File: config.mk
export PLATFORM = sky130hd
export DESIGN_NAME = mdio_responder
export DESIGN_NICKNAME = d
export VERILOG_FILES = /design/src/rtl/mdio_pkg.sv /design/src/rtl/mdio_sync_edge.sv /design/src/rtl/mdio_responder.sv
export SDC_FILE = /design/constraint.sdc
export NUM_CORES = 1
export LEC_CHECK = 0
export CORE_ASPECT_RATIO = 1.4
export CORE_UTILIZATION = 30
export DETAILED_ROUTE_END_ITERATION = 6
export SLEW_MARGIN = 15
export SYNTH_ARGS = -nofsm -noshare
export SYNTH_HDL_FRONTEND = slang
export SYNTH_SLANG_ARGS = --single-unit
File: constraint.sdc
create_clock -name msoc_clk -period 2.4 [get_ports msoc_clk]
set_input_delay 0.36 -clock msoc_clk [delete_from_list [all_inputs] [get_ports msoc_clk]]
set_output_delay 0.36 -clock msoc_clk [all_outputs]
set_load 0.005 [all_outputs]
File: src/rtl/mdio_pkg.sv
// Shared types and constants for the Clause 22 MDIO responder.
// Optional build macro used by the top: MDIO_RESP_BROADCAST_EN.
package mdio_pkg;

  localparam int unsigned PRE_LEN  = 32;
  localparam int unsigned PRE_W    = 6;
  localparam int unsigned BIT_W    = 5;
  localparam int unsigned DATA_W   = 16;
  localparam int unsigned REG_AW   = 5;
  localparam int unsigned NUM_REGS = 32;

  typedef enum logic [2:0] {
    S_PRE   = 3'd0,
    S_ST    = 3'd1,
    S_OP    = 3'd2,
    S_PHYAD = 3'd3,
    S_REGAD = 3'd4,
    S_TA    = 3'd5,
    S_DATA  = 3'd6
  } mdio_state_e;

  localparam logic [1:0] OP_READ  = 2'b10;
  localparam logic [1:0] OP_WRITE = 2'b01;

  localparam logic [REG_AW-1:0] REG_BMCR = 5'd0;
  localparam logic [REG_AW-1:0] REG_BMSR = 5'd1;
  localparam logic [REG_AW-1:0] REG_ID1  = 5'd2;
  localparam logic [REG_AW-1:0] REG_ID2  = 5'd3;

  localparam logic [DATA_W-1:0] BMCR_RESET = 16'h3100;
  localparam logic [DATA_W-1:0] BMSR_BASE  = 16'h7809;

  // Write commit payload handed from the frame decoder to the register file
  typedef struct packed {
    logic [REG_AW-1:0] addr;
    logic [DATA_W-1:0] data;
  } mdio_wr_t;

  function automatic logic reg_writable(input logic [REG_AW-1:0] a);
    return (a == REG_BMCR) || (a > REG_ID2);
  endfunction

  function automatic logic [DATA_W-1:0] reg_reset_val(input logic [REG_AW-1:0] a);
    return (a == REG_BMCR) ? BMCR_RESET : 16'h0000;
  endfunction

endpackage

File: src/rtl/mdio_sync_edge.sv
// Two-flop synchroniser with registered rise/fall pulses (3 cycles pin-to-pulse).
module mdio_sync_edge (
  input  logic msoc_clk,
  input  logic rstn,
  input  logic d,
  output logic q,
  output logic rise,
  output logic fall
);

  logic meta;
  logic prev;

  always_ff @(posedge msoc_clk or negedge rstn) begin
    if (!rstn) begin
      meta <= 1'b0;
      q    <= 1'b0;
      prev <= 1'b0;
      rise <= 1'b0;
      fall <= 1'b0;
    end else begin
      meta <= d;
      q    <= meta;
      prev <= q;
      rise <= q & ~prev;
      fall <= ~q & prev;
    end
  end

endmodule

File: src/rtl/mdio_responder.sv
// PHY-side Clause 22 MDIO responder with a 32 x 16 register file.
// Build option: MDIO_RESP_BROADCAST_EN lets PHYAD 0 match writes.
module mdio_responder
  import mdio_pkg::*;
#(
  parameter logic [4:0]  PHY_ADDR = 5'h01,
  parameter logic [15:0] PHY_ID1  = 16'h0007,
  parameter logic [15:0] PHY_ID2  = 16'hC0F1,
  parameter int unsigned MIN_HALF = 3
) (
  input  logic        msoc_clk,
  input  logic        rstn,
  input  logic        i_mdc,
  input  logic        i_mdio,
  output logic        o_mdio,
  output logic        oe_mdio,
  input  logic        i_link_up,
  output logic        o_wr_strobe,
  output logic [4:0]  o_wr_addr,
  output logic [15:0] o_wr_data
);

  logic mdc_rise, mdc_fall, mdc_lvl_unused;
  logic mdio_s, mdio_rise_unused, mdio_fall_unused;

  mdio_sync_edge u_mdc_sync (
    .msoc_clk (msoc_clk),
    .rstn     (rstn),
    .d        (i_mdc),
    .q        (mdc_lvl_unused),
    .rise     (mdc_rise),
    .fall     (mdc_fall)
  );

  mdio_sync_edge u_mdio_sync (
    .msoc_clk (msoc_clk),
    .rstn     (rstn),
    .d        (i_mdio),
    .q        (mdio_s),
    .rise     (mdio_rise_unused),
    .fall     (mdio_fall_unused)
  );

  mdio_state_e       state, state_n;
  logic [BIT_W-1:0]  cnt, cnt_n;
  logic [PRE_W-1:0]  pre_cnt, pre_cnt_n;
  logic [1:0]        op, op_n;
  logic [REG_AW-1:0] phyad, phyad_n;
  logic [REG_AW-1:0] regad, regad_n;
  logic [DATA_W-1:0] shreg, shreg_n;
  logic              mdio_n, oe_n;
  logic              commit_c;
  logic              rd_match_c, wr_match_c;
  logic [REG_AW-1:0] rd_idx_c;
  logic [DATA_W-1:0] rd_data_c;
  mdio_wr_t          wr_c;
  logic [DATA_W-1:0] regs [NUM_REGS];
  logic              soft_rst_c;

  assign rd_match_c = (op == OP_READ) && (phyad == PHY_ADDR);
`ifdef MDIO_RESP_BROADCAST_EN
  assign wr_match_c = (op == OP_WRITE) && ((phyad == PHY_ADDR) || (phyad == 5'h00));
`else
  assign wr_match_c = (op == OP_WRITE) && (phyad == PHY_ADDR);
`endif

  // Register index completed by the current (final) REGAD sample
  assign rd_idx_c = {regad[REG_AW-2:0], mdio_s};
  assign wr_c     = mdio_wr_t'({regad, shreg[DATA_W-2:0], mdio_s});
  assign soft_rst_c = regs[REG_BMCR][15];

  always_comb begin
    case (rd_idx_c)
      REG_BMSR: rd_data_c = BMSR_BASE | {13'b0, i_link_up, 2'b0};
      REG_ID1:  rd_data_c = PHY_ID1;
      REG_ID2:  rd_data_c = PHY_ID2;
      default:  rd_data_c = regs[rd_idx_c];
    endcase
  end

  // Frame decoder: MDIO sampled on MDC rise, driven on MDC fall
  always_comb begin
    state_n   = state;
    cnt_n     = cnt;
    pre_cnt_n = pre_cnt;
    op_n      = op;
    phyad_n   = phyad;
    regad_n   = regad;
    shreg_n   = shreg;
    mdio_n    = o_mdio;
    oe_n      = oe_mdio;
    commit_c  = 1'b0;
    case (state)
      S_PRE: begin
        if (mdc_rise) begin
          if (mdio_s) begin
            if (pre_cnt != '1) pre_cnt_n = pre_cnt + 6'd1;
          end else begin
            if (pre_cnt >= 6'(PRE_LEN)) state_n = S_ST;
            pre_cnt_n = '0;
          end
        end
      end
      S_ST: begin
        if (mdc_rise) begin
          cnt_n   = '0;
          state_n = mdio_s ? S_OP : S_PRE;
        end
      end
      S_OP: begin
        if (mdc_rise) begin
          op_n = {op[0], mdio_s};
          if (cnt == 5'd1) begin
            cnt_n   = '0;
            state_n = ((op_n == OP_READ) || (op_n == OP_WRITE)) ? S_PHYAD : S_PRE;
          end else begin
            cnt_n = cnt + 5'd1;
          end
        end
      end
      S_PHYAD: begin
        if (mdc_rise) begin
          phyad_n = {phyad[REG_AW-2:0], mdio_s};
          if (cnt == 5'd4) begin
            cnt_n   = '0;
            state_n = S_REGAD;
          end else begin
            cnt_n = cnt + 5'd1;
          end
        end
      end
      S_REGAD: begin
        if (mdc_rise) begin
          regad_n = rd_idx_c;
          if (cnt == 5'd4) begin
            cnt_n   = '0;
            shreg_n = rd_data_c;
            state_n = S_TA;
          end else begin
            cnt_n = cnt + 5'd1;
          end
        end
      end
      S_TA: begin
        if (mdc_rise) begin
          if ((op == OP_WRITE) && (((cnt == 5'd0) && !mdio_s) || ((cnt == 5'd1) && mdio_s))) begin
            cnt_n   = '0;
            state_n = S_PRE;
          end else if (cnt == 5'd1) begin
            cnt_n   = '0;
            state_n = S_DATA;
          end else begin
            cnt_n = cnt + 5'd1;
          end
        end else if (mdc_fall && rd_match_c && (cnt == 5'd1)) begin
          oe_n   = 1'b1;
          mdio_n = 1'b0;
        end
      end
      S_DATA: begin
        if (op == OP_WRITE) begin
          if (mdc_rise) begin
            shreg_n = {shreg[DATA_W-2:0], mdio_s};
            if (cnt == 5'd15) begin
              commit_c = wr_match_c;
              cnt_n    = '0;
              state_n  = S_PRE;
            end else begin
              cnt_n = cnt + 5'd1;
            end
          end
        end else begin
          if (mdc_rise && (cnt != 5'd16)) begin
            cnt_n = cnt + 5'd1;
          end else if (mdc_fall) begin
            if (cnt == 5'd16) begin
              oe_n      = 1'b0;
              mdio_n    = 1'b0;
              cnt_n     = '0;
              pre_cnt_n = '0;
              state_n   = S_PRE;
            end else if (rd_match_c) begin
              mdio_n  = shreg[DATA_W-1];
              shreg_n = {shreg[DATA_W-2:0], 1'b0};
            end
          end
        end
      end
      default: state_n = S_PRE;
    endcase
  end

  always_ff @(posedge msoc_clk or negedge rstn) begin
    if (!rstn) begin
      state   <= S_PRE;
      cnt     <= '0;
      pre_cnt <= '0;
      op      <= '0;
      phyad   <= '0;
      regad   <= '0;
      shreg   <= '0;
      o_mdio  <= 1'b0;
      oe_mdio <= 1'b0;
    end else begin
      state   <= state_n;
      cnt     <= cnt_n;
      pre_cnt <= pre_cnt_n;
      op      <= op_n;
      phyad   <= phyad_n;
      regad   <= regad_n;
      shreg   <= shreg_n;
      o_mdio  <= mdio_n;
      oe_mdio <= oe_n;
    end
  end

  // Commit reporting; address/data hold until the next commit
  always_ff @(posedge msoc_clk or negedge rstn) begin
    if (!rstn) begin
      o_wr_strobe <= 1'b0;
      o_wr_addr   <= '0;
      o_wr_data   <= '0;
    end else begin
      o_wr_strobe <= commit_c;
      if (commit_c) begin
        o_wr_addr <= wr_c.addr;
        o_wr_data <= wr_c.data;
      end
    end
  end

  // Register file; BMCR bit 15 reloads defaults on the cycle after it lands
  always_ff @(posedge msoc_clk or negedge rstn) begin
    if (!rstn) begin
      for (int unsigned i = 0; i < NUM_REGS; i++) regs[i] <= reg_reset_val(5'(i));
    end else if (soft_rst_c) begin
      for (int unsigned i = 0; i < NUM_REGS; i++) regs[i] <= reg_reset_val(5'(i));
    end else if (commit_c && reg_writable(wr_c.addr)) begin
      regs[wr_c.addr] <= wr_c.data;
    end
  end

endmodule

== Yosys cells after proc, flatten, opt, wreduce, memory -nomap -nowiden ==
Index checks and enable logic that the tools add are counted.
Operators by class
  $add $sub $neg: 2
  $lt $le $gt $ge: 5
  equality and inequality tests: 50
  mux-type cells: 81
  bitwise logic cells: 6
  reductions and logical operators: 32
Operator list (number)
  2-to-1 mux 512 bit: 2
  bitwise mux 512 bit: 1
  2-to-1 mux 16 bit: 11
  binary-select mux 16 bit (select 5 bit): 1
  demux 16 bit (select 5 bit): 1
  2-to-1 mux 5 bit: 13
  2-to-1 mux 3 bit: 19
  case mux 16 bit (3 select lines): 1
  2-to-1 mux 6 bit: 7
  case mux 16 bit (2 select lines): 1
  case mux 5 bit (5 select lines): 1
  != test 3 bit (second input constant): 8
  case mux 3 bit (7 select lines): 1
  AND reduction 7 bit: 3
  != test 2 bit (second input constant): 10
  greater-or-equal comparator 6 bit (second input constant): 3
  2-to-1 mux 1 bit: 17
  AND reduction 17 bit: 1
  != test 2 x 1 -> 1 bit (second input constant): 8
  AND reduction 8 bit: 2
  equality test 5 x 1 -> 1 bit (second input constant): 3
  NOT 5 -> 6 bit: 2
  case mux 6 bit (2 select lines): 1
  equality test 5 x 2 -> 1 bit (second input constant): 2
  other kinds (30): 57
Word-level totals
  bits in registers: 585
  word-level logic and storage cells: 228

== Logic depth before layout (Yosys ltp) ==
Gate-level depths: netlist (run 1).
  word-level depth: 9
  mapped depth: 12
  mapped depth without buffers: 9

== By module ==
From an unflattened synthesis (run 1), not the netlist that was laid out.
Second synthesis, totals
  cells, all modules: 2955
  area total of the unflattened synthesis: 28159.5 µm²
By module, submodules not included
  mdio_responder: instances 1, cells each 2941, area an instance 27879.2 µm², sequential area each 14217.4 µm²
  mdio_sync_edge: instances 2, cells each 7, area an instance 140.1 µm², sequential area each 125.1 µm²

== Worst setup path before layout (run 1) ==
Ideal clock, no wire load.
  kind: register to register
  start point: reg cnt[0]
  end point: reg regs[334] in the netlist's numbering
  library setup time: 0.134 ns
  data arrival time: 2.535 ns
  data required time: 2.266 ns
  setup slack: -0.270 ns
  stages on the path, launching flop included: 12
  path buffers: 2
  period minus slack after synthesis: 2.670 ns
  path through: dfrtp_1 ha_1 nand3_1 inv_1 ha_1 or4bb_1 nor4_2 buf_2 nand3_1 clkbuf_1 nand2_1 a21oi_2
On the way
  word-level cells in the longest chain between the ends: 7
Ends and longest elaborated chain
  from (decl): line mdio_responder.sv:45  | logic [BIT_W-1:0] cnt, cnt_n;
  from (signal assigned): line mdio_responder.sv:206  | cnt <= cnt_n;
  equality test 5 x 4 -> 1 bit: line mdio_responder.sv:164  | if (cnt == 5'd15) begin
  2-to-1 mux 1 bit: line mdio_responder.sv:164
  2-to-1 mux 1 bit: line mdio_responder.sv:162  | if (mdc_rise) begin
  2-to-1 mux 1 bit: line mdio_responder.sv:161  | if (op == OP_WRITE) begin
  2-to-1 mux 1 bit: line mdio_responder.sv:93  | case (state)
  logical AND 1 bit: line mdio_responder.sv:238  | end else if (commit_c && reg_writable(wr_c.addr)) begin
  nonzero test 2 bit (no line)
  to (signal, indexed assignment): line mdio_responder.sv:239  | regs[wr_c.addr] <= wr_c.data;
  to (decl): line mdio_responder.sv:57  | logic [DATA_W-1:0] regs [NUM_REGS];
Every way passes these cells.
A chain may end at the register's enable or synchronous reset.

== Final worst setup path (run 1) ==
  start point: reg cnt[0]
  end point: reg regs[275] in the netlist's numbering
Same word-level chain as after synthesis.

==> results.md, run 1 <==
Worst setup path:
- The arrival time at the worst endpoint is 3100 ps.
- The largest fanout on the critical path is 8.
- The data required time at the worst endpoint is 2870 ps.
- The number of buffers and inverters on the critical path is 5.
- The slack of the worst reg-to-reg path is -220 ps.
- The critical path start-end classification is reg -> reg.
- The dominant delay contributor by cell family on the critical path is simple AND/OR/NAND/NOR gates.
- The worst register-to-register path ends at regs[275].
- Measured in cells, the most critical reg-to-reg path has a length of 13.
- The most numerous cell type found on the critical path is sky130_fd_sc_hd__buf_6.
- On the critical path, the stage with the largest delay is an instance of sky130_fd_sc_hd__or4bb_4.
- The highest cell delay on the worst timing path is 460 ps.
- The type of element capturing the critical path is a flop.
- Walking the worst path, the cells encountered are ha_2, nand3_2, inv_2, ha_4, or4bb_4, nor4_4, buf_6, buf_6, buf_16, nand3_4, buf_12, nand2_2, a21oi_1.
- The type of element launching the critical path is a flop.
- The startpoint identified for the worst register-to-register timing path is cnt[0].

Timing:
- Setup repair after global routing could not meet its margin everywhere.
- The worst hold slack is 142 ps.
- Measured against its own limit, the worst slew margin works out to 21.8%.
- The part of the cycle the worst path needs is 109%.
- Setup violations remaining at the end of the flow were counted as 495.
- Between clock sinks in the finished design, the worst skew comes to 31.1 ps.
- Derived from the worst setup path, the maximum achievable clock frequency is 0.381 GHz.
- The final count of hold timing violations is 0.
- The transition time at the pin with the least slew margin is 1170 ps.
- The max-slew violation count is 0.
- After layout, the worst setup slack is -223 ps.
- The time the worst path needs with I/O delays and setup is 2620 ps.

Final layout:
- In the final layout, flip-flops and latches occupy 14,700 µm².
- The layout-stage area growth over the synthesis result is 29.9%.
- The final net count is 3,017.
- The footprint of the multi-input gates is 14,600 µm².
- The fraction of final layout cells sized beyond drive strength 1 is 33.9%.
- The filler cell count in the final layout is 8,966.
- The repair_antennas step left the layout with diodes totalling 0.

Yosys:
- The number of flops mapped to enable cells by yosys is 0.
- The post-synthesis net count is 2,854.
- Of the post-synthesis cell area, the dominant cell type holds 50.9%.
- The top cell type by total area after synthesis is sky130_fd_sc_hd__dfrtp_1.
- The area of the mapped netlist is 28,600 µm².
- For this run, the leading register cell type out of synthesis is sky130_fd_sc_hd__dfrtp_1.
- The proportion of synthesized flip-flops having asynchronous set or reset is 100%.
- The post-synthesis average cell area is 10.1 µm².
- After synthesis, the cell types taking the most area are sky130_fd_sc_hd__dfrtp_1 (51%), sky130_fd_sc_hd__nand2_1 (12%), sky130_fd_sc_hd__mux4_2 (8.7%).
- The synthesized instance count is 2,842.
- The count of state elements after synthesis is 585.
- The number of library cell types mapped by synthesis is 69.
- Of the synthesized area, sequential elements account for 51.1%.
- The number of warnings issued by yosys is 0.

Placed design:
- The quantity of I/O buffers inserted on ports is 28.
- Summed over all nets, the half-perimeter wirelength after detailed placement is 62.6 mm.
- At the placement stage, the worst setup path has a slack of -313 ps.
- The congestion estimate from routability-driven global placement came to 0.935.

Outcome:
- The flow ran to the end, but the final reports show violations.
- The checks that failed: negative setup slack.

Hold path:
- The launch instance of the worst min-delay path is i_mdio.
- The path class of the tightest hold or removal check is in -> reg.
- The number of stages on the worst hold path is 1.
- For hold timing, the worst endpoint is u_mdio_sync.meta.

Die:
- The floorplan step defined a die boundary enclosing 96,700 µm².
- From left edge to right edge, the die measures 263 µm.
- The count of boundary I/O pins is 29.
- The total area inside the core boundary comes to 94,200 µm².
- The floorplan die height is 368 µm.
- The count of standard-cell rows is 133.
- The initial core utilization is 30.4%.

GRT:
- The total global routing track utilization is 20.5%.
- The total overflow reported by the global router is 0.
- The initial antenna violation count was 0.
- The first global-routing pass estimated 152 mm of wire.
- The via count of the first global-routing pass is 23,800.
- Entering global routing, the biggest net connects 158 pins.

CTS:
- The later-pin clock latency in the skew report is 660 ps.
- TritonCTS built the clock tree.
- After clock tree synthesis, the clock-pin slew on the worst setup and hold paths is 60 ps.
- The buffer type at the clock tree root is sky130_fd_sc_hd__clkbuf_16.
- The clock passes through at most 3 buffers.
- The number of clock sinks is 585.
- The number of CTS-inserted buffers is 57.
- The H-tree depth is 2.

Power:
- Summed over all cells, the static leakage comes to 0.0153 µW.
- Dividing total power by cell area gives a power density of 545 nW/µm².
- The clock network burns 48.3% of the power.
- For this design the total switching power over the nets is 4500 µW.
- In this run, flip-flops and latches consume 48.8% of the power.
- The design internal power is 15,800 µW.
- The switching portion of total power is 22.2%.
- The fraction of power consumed by combinational cells is 2.9%.
- The maximum VDD drop is 0.563 mV.

Route:
- The post-detailed-routing wire length is 100 mm.
- The via count of the routed design is 23,300.
- Using the TritonRoute via totals, the vias-per-cell ratio works out to 5.45.
- The count of antenna-violating nets left after detailed routing is 0.
- After detailed routing, the average wire length per cell comes to 23.5 µm.
- For this run, design rule violations remaining after detail routing come to 0.
- The detailed router's first-iteration violation count is 2,151.
- For this run, the detailed router's first-pass iteration total came to 5.

Flow run:
- The number of maximum-capacitance constraint violations is 0.
per-stage QoR:
step	util, %	power, µW	setup TNS (ps)	std cells	cell area [µm²]
floorplan	-	10200	-27300	2842	29000
global placement	34.2	10600	-70750	4113	32200
detailed placement	34.2	10600	-88540	4113	32200
CTS	38.7	20400	-67680	4262	36400
global route	39.5	20800	-128690	4265	37200
finish	39.5	20300	-73040	4265	37200
per-layer routing:
| layer | up-vias | part of all wire [%] | GRT usage (%) | routed length (µm) |
|---|---|---|---|---|
| met5 | - | 0 | 0 | 0 |
| met4 | 0 | 7.3 | 13.6 | 7350 |
| met3 | 319 | 4.8 | 2.53 | 4830 |
| met2 | 825 | 50 | 34.9 | 49900 |
| met1 | 12000 | 38 | 24.3 | 38000 |
| li1 | 10100 | - | - | - |
power groups by stage:
stage          registers [µW]  logic (µW)  clock network (µW)
2_1_floorplan           10100         177                   0
3_3_place_gp            10100         531                   0
3_5_place_dp            10100         536                   0
4_1_cts                  9890         601                9940
5_1_grt                  9880         647               10300
6_report                 9890         586                9780
kinds of logic after synthesis:
kind of cell	count (synthesis)	share of synthesized area, %
AO/OA/AOI/OAI	629	13.4
XOR/XNOR	1	0.0306
adder cells (fa/ha/maj)	7	0.306
buffers and inverters	260	4.60
flip-flops	585	51.1
multiplexers	197	11.9
AND/OR/NAND/NOR	1163	18.6
cell usage after synthesis (all sizes together) (8+ instances only):
| library cell | count |
|---|---|
| nand2 | 910 |
| dfrtp | 582 |
| a21oi | 454 |
| clkbuf | 147 |
| mux4 | 111 |
| buf | 102 |
| nor2b | 65 |
| mux2i | 49 |
| nand3 | 44 |
| a22oi | 37 |
| mux2 | 37 |
| nor2 | 37 |
| a22o | 34 |
| nor4 | 31 |
| o21ai | 20 |
| a211oi | 14 |
| a31oi | 13 |
| inv | 11 |
| nand2b | 10 |
| and2 | 9 |
| a2111oi | 8 |
area by class of cell:
type	instances	share of cell area [%]
flip-flops and latches	585	39.4
multi-input cells	1998	39.4
repair buffers	352	11.6
clock buffers	86	4.59
well taps	1215	4.09
clock inverters	18	0.804
inverters	11	0.111
worst max-delay path by stage:
stage / from / slack (ps) / end / cells past startpoint
after floorplan: cnt[0] / -130 / o_wr_addr[0] / 9
after global placement: cnt[1] / -230 / state[1] / 7
after detailed placement: cnt[1] / -310 / state[1] / 7
after CTS: cnt[0] / -220 / regs[414] / 13
after global routing: cnt[0] / -340 / regs[259] / 13
final: cnt[0] / -220 / regs[275] / 13
cell usage in the layout, fill, tap and decap left out, types with 37 or more instances in the layout:
cell type                   instances
sky130_fd_sc_hd__nand2_1          730
sky130_fd_sc_hd__dfrtp_1          578
sky130_fd_sc_hd__a21oi_1          267
sky130_fd_sc_hd__a21oi_2          187
sky130_fd_sc_hd__buf_4            182
sky130_fd_sc_hd__mux4_2           111
sky130_fd_sc_hd__nand2_4          108
sky130_fd_sc_hd__buf_12            84
sky130_fd_sc_hd__nand2_2           72
sky130_fd_sc_hd__nor2b_1           65
sky130_fd_sc_hd__clkbuf_16         60
sky130_fd_sc_hd__mux2i_1           48
sky130_fd_sc_hd__mux2_2            37
repair_timing:
action / 4_1_cts / 5_1_grt
hold buffers: 1 / 0
setup buffers: 20 / 1
endpoints found under the hold margin: 31 / 0
cloned: 24 / 2
endpoints found under the setup margin: 508 / 505
pin swaps: 157 / 48
gates resized for setup: 394 / 184
flip-flops by register name, indices dropped and copies added, names as in the netlist:
signal,count
u_mdio_sync.meta,1
o_wr_data,16
cnt,5
u_mdc_sync.meta,1
u_mdc_sync.prev,1
regs,512
oe_mdio,1
pre_cnt,6
regad,5
o_wr_strobe,1
u_mdc_sync.q,1
u_mdc_sync.rise,1
o_mdio,1
shreg,16
phyad,5
state,3
u_mdio_sync.q,1
op,2
o_wr_addr,5
u_mdc_sync.fall,1
Power figures use the tool's default switching activity.
==> inputs of run 2 (changes only) <==
--- a/config.mk
+++ b/config.mk
@@ -6,8 +6,9 @@
 export NUM_CORES = 1
 export LEC_CHECK = 0
 export CORE_ASPECT_RATIO = 1.4
-export CORE_UTILIZATION = 30
+export CORE_UTILIZATION = 57
 export DETAILED_ROUTE_END_ITERATION = 6
+export PLACE_DENSITY = 0.76
 export SLEW_MARGIN = 15
 export SYNTH_ARGS = -nofsm -noshare
 export SYNTH_HDL_FRONTEND = slang
==> constraint.sdc (replaced) <==
create_clock -name msoc_clk -period 2.3 [get_ports msoc_clk]
set_input_delay 0.345 -clock msoc_clk [delete_from_list [all_inputs] [get_ports msoc_clk]]
set_output_delay 0.345 -clock msoc_clk [all_outputs]
set_load 0.005 [all_outputs]
==> results.md, run 2 (same netlist as run 1, synthesis figures left out) <==
Outcome:
- The run finished, with violations left.
- The final reports fail on design-rule violations, negative setup slack.

Worst setup path:
- The slack of the worst reg-to-reg path is -600 ps (-370 ps).
- The depth of the most critical reg-to-reg path is 13 (unchanged).
- The largest fanout on the critical path was 16 (+8).
- The type of element launching the critical path is a flop.
- The capturing point of the worst reg2reg path is regs[302].
- The origin of the critical flop-to-flop path is cnt[1].
- The critical path buffer and inverter count is 5 (unchanged).
- The critical path's slowest cell is sky130_fd_sc_hd__or3_4.
- The highest cell delay on the worst timing path is 410 ps (-50 ps).
- The path length in cells of the critical path was 13 (unchanged).
- The dominant delay contributor by cell family on the critical path is simple AND/OR/NAND/NOR gates.
- The critical path start-end classification is reg -> reg.
- The most repeated library cell on the critical path is sky130_fd_sc_hd__buf_12.
- The arrival time at the worst endpoint was 3390 ps (+290 ps).
- The critical path goes through ha_2, nand3_2, inv_2, ha_4, buf_4, nand2_2, or3_4, buf_12, buf_12, nor4_4, buf_12, nand2_1, a21oi_1.
- The data required time at the worst endpoint is 2790 ps (-80 ps).
- The type of element capturing the critical path is a flop.

CTS:
- The H-tree depth came to 2 (unchanged).
- The number of CTS-inserted buffers is 56 (-1.8%).
- TritonCTS built the clock tree.
- Clock tree synthesis selected as its root buffer the cell sky130_fd_sc_hd__clkbuf_16.
- The clock transition at the registers of the reported paths came to 70 ps (about the same).
- The later-pin clock latency in the skew report is 640 ps (-20 ps).
- The number of buffers between clock root and the deepest sink is 3 (unchanged).
- The number of clock sinks was 585 (unchanged).

Route:
- The count of antenna-violating nets left after detailed routing is 0 (unchanged).
- The via count of the routed design is 24,500 (+5.6%).
- The post-detailed-routing wire length is 98.2 mm (-1.9%).
- The number of vias per cell is 6.67 (+22%).
- The iteration count of the initial detailed-routing pass is 7 (+2).
- The routed length per instance is 26.7 µm (+14%).
- The detailed router's first-iteration violation count is 3,037 (+41%).
- The detailed-route DRC error count is 2 (+2).

GRT:
- The global-route wire length before repair is 145 mm (-4.8%).
- The maximum number of pins on one net before global-route repair was 158 (unchanged).
- The met1 track utilization from global routing is 46.3% (+22 points).
- The global routing stage identified its most utilized layer as met2.
- The met3 demand-to-capacity share in global routing is 6.63% (+4.1 points).
- The global-route met2 utilization is 59.3% (+24 points).
- The initial antenna violation count is 0 (unchanged).
- The total overflow reported by the global router is 0 (unchanged).
- The via count of the first global-routing pass came to 24,600 (+3.4%).
- The total global routing track utilization is 37.7% (+17 points).

Final layout:
- The filler cell count in the final layout came to 3,296 (-63%).
- The final antenna diode count is 0 (unchanged).
- The number of flip-flops in the largest register is 512 (unchanged).
- The register ranked first by flip-flop count is regs.
- The layout-stage area growth over the synthesis result is 23.0%.
- In the final layout, the registers with the most flip-flops are regs: 512 flops, o_wr_data: 16 flops, shreg: 16 flops.
- Leaving out fill and tap cells, the most frequent cells in the layout are sky130_fd_sc_hd__nand2_1 (831), sky130_fd_sc_hd__dfrtp_1 (578), sky130_fd_sc_hd__a21oi_1 (342).
- Leaving out fill and tap cells, the most frequent cell in the layout is sky130_fd_sc_hd__nand2_1.
- The fraction of final layout cells sized beyond drive strength 1 is 27.4% (-6.5 points).
- The final net count is 3,007 (-0.33%).

Timing:
- The transition time at the pin with the least slew margin is 1060 ps (-110 ps).
- The final count of hold timing violations was 0 (unchanged).
- Setup repair after global routing could not meet its margin everywhere.
- The minimum setup slack in the final design is -598 ps (-375 ps).
- The worst max-slew margin expressed relative to the limit is 29.1% (+7.3 points).
- The number of failing setup endpoints in the final timing report was 509 (+2.8%).
- The total negative slack for setup checks is -131,890 ps (-58,850 ps).
- The part of the cycle the worst path needs is 126% (+17 points).
- The top achievable clock speed was 0.345 GHz (-9.5%).
- The time the worst path needs with I/O delays and setup is 2900 ps (+275 ps).
- The clock skew after layout was 35.3 ps (+4.16 ps).
- The max-slew violation count is 0 (unchanged).
- The worst hold slack is 171 ps (+29.3 ps).

Die:
- The count of boundary I/O pins is 29 (unchanged).
- The x dimension of the die is 191 µm (-27%).
- The count of standard-cell rows is 96 (-28%).
- The placeable core area is 49,200 µm² (-48%).
- The floorplan die height came to 267 µm (-27%).
- The die area is 51,100 µm² (-47%).
- The initial core utilization is 58.1% (+28 points).

Hold path:
- The number of stages on the worst hold path is 1 (unchanged).
- The class of the tightest hold or removal check is in -> reg.
- The launch instance of the worst min-delay path is i_mdio.
- The sink of the worst hold path is u_mdio_sync.meta.

Power:
- The switching portion of total power was 22.1% (-0.13 points).
- The static leakage is 0.0151 µW (-1.3%).
- The total power density per cell area is 584 nW/µm² (+7.2%).
- The net switching power is 4540 µW (+0.91%).
- The fraction of power consumed by the clock network came to 47.2% (-1.1 points).
- The fraction of power consumed by sequential logic is 50.2% (+1.4 points).
- The design internal power is 16,000 µW (+1.7%).
- The fraction of power consumed by combinational cells is 2.6% (-0.3 points).
- The maximum VDD drop was 0.543 mV (-3.5%).

Placed design:
- The detailed-placement wirelength estimate is 59.7 mm (-4.7%).
- The final estimated routing congestion in global placement was 0.942 (+0.76%).
- The quantity of I/O buffers inserted on ports was 28 (unchanged).

Flow run:
- The number of maximum-capacitance constraint violations is 0 (unchanged).
-- run 2: cell types whose count changed in the layout (fill, tap and decap cells not counted), sizes merged, moves of 2 or more --
cell	delta
clkinvlp	+6
buf	-17
bufbuf	-2
clkinv	+4
-- run 2: worst max-delay path by stage --
stage / endpoint / slack (ps) / start
after floorplan: o_wr_addr[0] / -230 / cnt[0]
after global placement: regs[511] / -400 / phyad[1]
after detailed placement: regs[340] / -420 / cnt[1]
after CTS: regs[447] / -320 / cnt[1]
after global routing: regs[302] / -640 / cnt[1]
final: regs[302] / -600 / cnt[1]
-- run 2: power by group through the flow --
stage | sequential [µW] | clock, µW | combinational (µW)
after floorplan | 10500 | 0 | 185
after global placement | 10500 | 0 | 532
after detailed placement | 10500 | 0 | 546
after CTS | 10300 | 9740 | 550
after global routing | 10300 | 10100 | 597
final | 10300 | 9710 | 539
-- run 2: per-layer routing --
layer | vias up | routed length, µm
li1 | 10100 | -
met2 | 1662 | 45700
met3 | 558 | 9600
met4 | 0 | 9450
met5 | - | 0
met1 | 12200 | 33400
-- run 2: layout make-up --
class / instances / area (µm²) / area share, %
clock buffer: 78 / 1600 / 4.53
clock inverter: 26 / 322 / 0.913
inverter: 11 / 41.3 / 0.117
multi-input combinational: 1999 / 13700 / 38.8
sequential: 585 / 14700 / 41.6
tap: 637 / 797 / 2.26
timing repair buffer: 342 / 4140 / 11.7
-- run 2: repair_timing --
action / 4_1_cts / 5_1_grt
hold buffers: 1 / 0
resized for setup: 120 / 135
endpoints found under the setup margin: 507 / 517
gates cloned: 13 / 12
pin swaps: 47 / 61
hold endpoints to repair: 48 / 0
setup buffers: 10 / 8
-- run 2: per-stage QoR --
stage	utilization [%]	power, µW	cells	worst slack (ps)	instance area [µm²]
global route	71.5	21100	3678	-645	35200
floorplan	-	10700	2842	-234	29000
CTS	69.8	20600	3658	-322	34400
detailed placement	64.2	11100	3530	-417	31600
finish	71.5	20600	3678	-598	35200
global placement	64.2	11000	3530	-396	31600
